## config.mk

```make
export PLATFORM = sky130hd
export DESIGN_NAME = simon_encrypt_rounds
export DESIGN_NICKNAME = d
export VERILOG_FILES = /design/src/rtl/simon_encrypt_rounds.sv
export SDC_FILE = /design/constraint.sdc
export NUM_CORES = 1
export LEC_CHECK = 0
export CORE_AREA = 2 2 229 231
export DETAILED_ROUTE_END_ITERATION = 7
export DIE_AREA = 0 0 231 233
export GPL_ROUTABILITY_DRIVEN = 0
export GPL_TIMING_DRIVEN = 0
export PLACE_DENSITY = 0.49
export RECOVER_POWER = 50
export SETUP_SLACK_MARGIN = 0.15
export SYNTH_ARGS = -nofsm -noshare
export SYNTH_HDL_FRONTEND = slang
export SYNTH_SLANG_ARGS = --single-unit
```

## constraint.sdc

```tcl
create_clock -name clk -period 2.4 [get_ports clk]
set_input_delay 0.24 -clock clk [delete_from_list [all_inputs] [get_ports clk]]
set_output_delay 0.24 -clock clk [all_outputs]
set_load 0.1 [all_outputs]
```

## src/rtl/simon_encrypt_rounds.sv

```systemverilog
// Iterative SIMON encryption datapath: accepts one block while the round keys
// are valid, applies one Feistel round per clock, then pulses doneData.
module simon_encrypt_rounds #(
  parameter int N  = 16,
  parameter int M  = 4,
  parameter int T  = 32,
  parameter int Cb = 5
) (
  input  logic                  clk,
  input  logic                  R,
  input  logic                  newData,
  input  logic                  doneKey,
  input  logic [T-1:0][N-1:0]   keys,
  input  logic [1:0][N-1:0]     plaintext,
  output logic [1:0][N-1:0]     ciphertext,
  output logic                  doneData,
  output logic                  busy
);

  typedef enum logic [1:0] {
    S_IDLE  = 2'd0,
    S_ROUND = 2'd1,
    S_DONE  = 2'd2
  } state_e;

  localparam logic [Cb-1:0] LAST_ROUND = Cb'(T - 1);

  generate
    if ((2 ** Cb) < T || M < 2) begin : g_param_check
      $error("simon_encrypt_rounds: Cb too small for T, or M out of range");
    end
  endgenerate

  function automatic logic [N-1:0] rotl(input logic [N-1:0] v, input int unsigned s);
    return (v << s) | (v >> (N - s));
  endfunction

  function automatic logic [N-1:0] round_f(input logic [N-1:0] v);
    return (rotl(v, 32'd1) & rotl(v, 32'd8)) ^ rotl(v, 32'd2);
  endfunction

  state_e             state_q;
  logic [N-1:0]       x_q;
  logic [N-1:0]       y_q;
  logic [Cb-1:0]      count_q;
  logic [1:0][N-1:0]  ciphertext_q;
  logic               done_data_q;
  logic [N-1:0]       x_d;
  logic [Cb-1:0]      count_d;

  // Next x word and round counter for the round currently in progress.
  always_comb begin
    x_d = y_q ^ round_f(x_q) ^ keys[count_q];
    if (count_q == LAST_ROUND) begin
      count_d = '0;
    end else begin
      count_d = count_q + {{(Cb-1){1'b0}}, 1'b1};
    end
  end

  // Control FSM together with the datapath registers and registered outputs.
  always_ff @(posedge clk) begin
    if (R) begin
      state_q      <= S_IDLE;
      x_q          <= '0;
      y_q          <= '0;
      count_q      <= '0;
      ciphertext_q <= '0;
      done_data_q  <= 1'b0;
    end else begin
      done_data_q <= 1'b0;
      case (state_q)
        S_IDLE: begin
          if (newData && doneKey) begin
            x_q     <= plaintext[1];
            y_q     <= plaintext[0];
            count_q <= '0;
            state_q <= S_ROUND;
          end else begin
            state_q <= S_IDLE;
          end
        end
        S_ROUND: begin
          // Losing the keys mid-block abandons it without touching ciphertext.
          if (!doneKey) begin
            state_q <= S_IDLE;
          end else begin
            x_q     <= x_d;
            y_q     <= x_q;
            count_q <= count_d;
            if (count_q == LAST_ROUND) begin
              state_q <= S_DONE;
            end else begin
              state_q <= S_ROUND;
            end
          end
        end
        S_DONE: begin
          ciphertext_q <= {x_q, y_q};
          done_data_q  <= 1'b1;
          state_q      <= S_IDLE;
        end
        default: begin
          state_q <= S_IDLE;
        end
      endcase
    end
  end

  assign ciphertext = ciphertext_q;
  assign doneData   = done_data_q;
  assign busy       = (state_q != S_IDLE);

endmodule

```

==> impl_metrics.py <==
metrics = {
    "status": {
        "outcome": "finished, final reports clean",
    },
    "detailed_routing": {
        "num_vias": 10000,
        "drt_first_pass_iters": 5,
        "wl_per_cell_um": 27.4,
        "drt_wl_total_um": 59600,
        "drc": 0,
        "drt_iter0_drc": 651,
        "antenna_left": 0,
        "vias_per_cell": 4.61,
    },
    "power_and_ir_drop": {
        "powerDensity_mw_per_mm2": 289,
        "leakagePower_nw": 5.32,
        "max-vdd-ir-drop_v": 0.000281,
    },
    "sta": {
        "period_needed_ps": 2330,
        "hold_viol": 0,
        "max_freq_mhz": 430,
        "tightest_slew_ps": 1030,
        "timing.hold.ws_ps": 436,
        "rsz0062_at_grt": "yes",
        "timing.final.crit_share_pct": 96.9,
        "slew_headroom_pct": 30.8,
        "maxSlewViolCount": 0,
        "setup_violations": 0,
        "clock_skew_ps": 6.07,
    },
    "synth": {
        "synthDistinctLibCells": 44,
        "synthCells": 855,
        "ys_async_sr_fraction_pct": 0,
        "synth_edf_count": 0,
        "ys_seq_area_share_pct": 17.9,
        "yosysWarningCount": 0,
        "synth_area_sq_mm": 0.00803,
        "ys_ff_latch": 72,
        "synth.avg_cell_area_sq_um": 9.40,
        "syn_nets": 1405,
        "synth_ff_type": "dfxtp_1",
    },
    "critical_path": {
        "cp_data_required_time_ps": 2630,
        "cp_top_family": "buffers and inverters",
        "worstPathMaxFanout": 6,
        "worstSetupPathDepth": 9,
        "r2r_end": "x_q[0]",
        "slowest_delay_ps": 540,
        "start_kind": "flop",
        "arrival_ps": 2560,
        "regToRegStartpoint": "count_q[0]",
        "critical_path_class": "reg2reg",
        "cp-startpoint": "count_q[0]",
        "crit_top_cell": "buf_12",
        "crit_end": "x_q[0]",
        "cp_slowest_cell": "o211ai_1",
        "worstSetupEndpointType": "flop",
        "r2r_cells": 9,
        "worst-path-buf-inv": 4,
        "regToRegSetupSlack_ps": 70,
        "path_cells": "buf_12 > buf_8 > buf_12 > buf_4 > mux4_2 > mux2i_1 > o211ai_1 > and4_1 > nor3_2",
    },
    "global_routing": {
        "grt_usage_pct": 21.3,
        "antenna_found_initial": 23,
        "grt_pass1_wl_um": 80000,
        "grt_pass1_vias": 10600,
        "overflow": 0,
        "grt_max_degree": 13,
    },
    "die": {
        "rows": 83,
        "die_width_um": 231,
        "initial_core_util_pct": 15.7,
        "pin_count": 582,
        "dieArea_sq_mm": 0.0538,
        "die_h_um": 233,
        "fp.coreArea_sq_mm": 0.0511,
    },
    "clock_network": {
        "htree_levels": 3,
        "cts.sinks": 72,
        "postCtsHoldBufs": 0,
        "clock_latency_ps": 340,
        "cts_tree": "yes",
        "root_buffer": "clkbuf_16",
        "clockBufferDepth": 2,
        "clk_pin_slew_ps": 60,
        "cts-buffers-inserted": 9,
    },
    "final_layout": {
        "nFillCells": 5365,
        "regArea_sq_mm": 0.00145,
        "finalNetCount": 2034,
        "final_util_pct": 32.0,
        "multiInputGateArea_sq_mm": 0.00657,
        "drive_gt1_share_pct": 21.7,
        "area_growth_pct": 104,
    },
    "hold_path": {
        "hp-class": "in2reg",
    },
    "run": {
        "max_cap_viol_count": 0,
    },
    "placed_design": {
        "io_buffers": 580,
        "dp.final_hpwl_um": 51100,
    },
}
==> stage by stage <==
step / total power [W] / setup WS [ps] / area, sq um / setup TNS, ps / std cells
5_1_grt: 0.00488 / 12.3 / 16300 / 0 / 2171
4_1_cts: 0.00470 / 78.2 / 16000 / 0 / 2156
3_3_place_gp: 0.00305 / -686 / 14700 / -5650 / 2115
6_report: 0.00472 / 74.6 / 16400 / 0 / 2176
3_5_place_dp: 0.00306 / -676 / 14700 / -5520 / 2115
2_1_floorplan: 0.00188 / 465 / 8030 / 0 / 855
==> what timing repair did <==
| item | 4_1_cts | 5_1_grt |
|---|---|---|
| gates resized for setup | 156 | 47 |
| pin swaps | 36 | 27 |
| gates cloned | 4 | 1 |
| setup buffers | 22 | 11 |
| setup endpoints to repair | 24 | 23 |
==> per-layer routing <==
layer	track usage (%)	vias up	share of wire, %
met5	0	-	0.086
met4	4.01	8	1.8
met3	4.19	70	6.6
met2	39.2	454	52
met1	25.5	4944	40
li1	-	4564	-
==> logic make-up (layout without fill, tap and decap cells) <==
logic type,after synthesis,in the layout,synth area share (%)
compound gates,174,174,15.1
mux,225,225,41.6
flops,72,72,17.9
xor+xnor,32,32,3.49
fa+ha+maj,2,2,0.311
simple gates,249,249,15.1
other cells,0,8,0
buf+inv,101,734,6.42
==> placed cells by master, fill, tap and decap left out, types with 16 or more instances in the layout <==
master / count
clkdlybuf4s50_1: 566
nand2_1: 114
mux4_2: 81
dfxtp_1: 70
a21oi_1: 65
mux2i_1: 63
mux2_2: 53
clkbuf_1: 47
nor2_1: 41
buf_4: 31
nor3_1: 21
buf_12: 20
a211oi_1: 17
xor2_1: 16
xnor2_1: 16
==> how the worst min path moves through the flow <==
stage / startpoint / slack [ps] / depth (start not counted) / to
after detailed placement: ciphertext[20] / 450 / 2 / ciphertext[20]
final: R / 440 / 2 / y_q[2]
after floorplan: doneKey / 370 / 2 / state_q[1]
after CTS: R / 420 / 2 / y_q[2]
after global routing: ciphertext[7] / 480 / 2 / ciphertext[7]
after global placement: ciphertext[14] / 450 / 2 / ciphertext[14]
==> report_power, final <==
| group | switching (W) | internal, W |
|---|---|---|
| registers | 0.0000406 | 0.00124 |
| logic | 0.000681 | 0.00121 |
| clock network | 0.000537 | 0.00101 |
| total | 0.00126 | 0.00346 |
==> state kept, by name (all words and copies together) (netlist names) <==
| signal | flops |
|---|---|
| state_q | 2 |
| x_q | 16 |
| ciphertext | 32 |
| doneData | 1 |
| count_q | 5 |
| y_q | 16 |
==> area by class of cell <==
cell class,count,area share [%]
Multi-Input combinational cell,682,40.2
Sequential cell,72,8.84
Antenna cell,8,0.122
Buffer,100,5.06
Inverter,1,0.0229
Clock buffer,10,1.40
Timing Repair Buffer,618,38.5
Clock inverter,5,0.650
Tap cell,680,5.20
==> synthesized netlist by cell type (17+ instances only) <==
master | instances | area (sq um)
nand2_1 | 114 | 428
nor3_1 | 22 | 110
a22oi_1 | 20 | 150
dfxtp_1 | 72 | 1440
mux2_2 | 59 | 664
a21oi_1 | 69 | 345
clkbuf_1 | 55 | 206
buf_2 | 22 | 110
nor2_1 | 42 | 158
mux2i_1 | 80 | 801
a211oi_1 | 17 | 128
mux4_2 | 81 | 1820
Power figures use the tool's default switching activity.
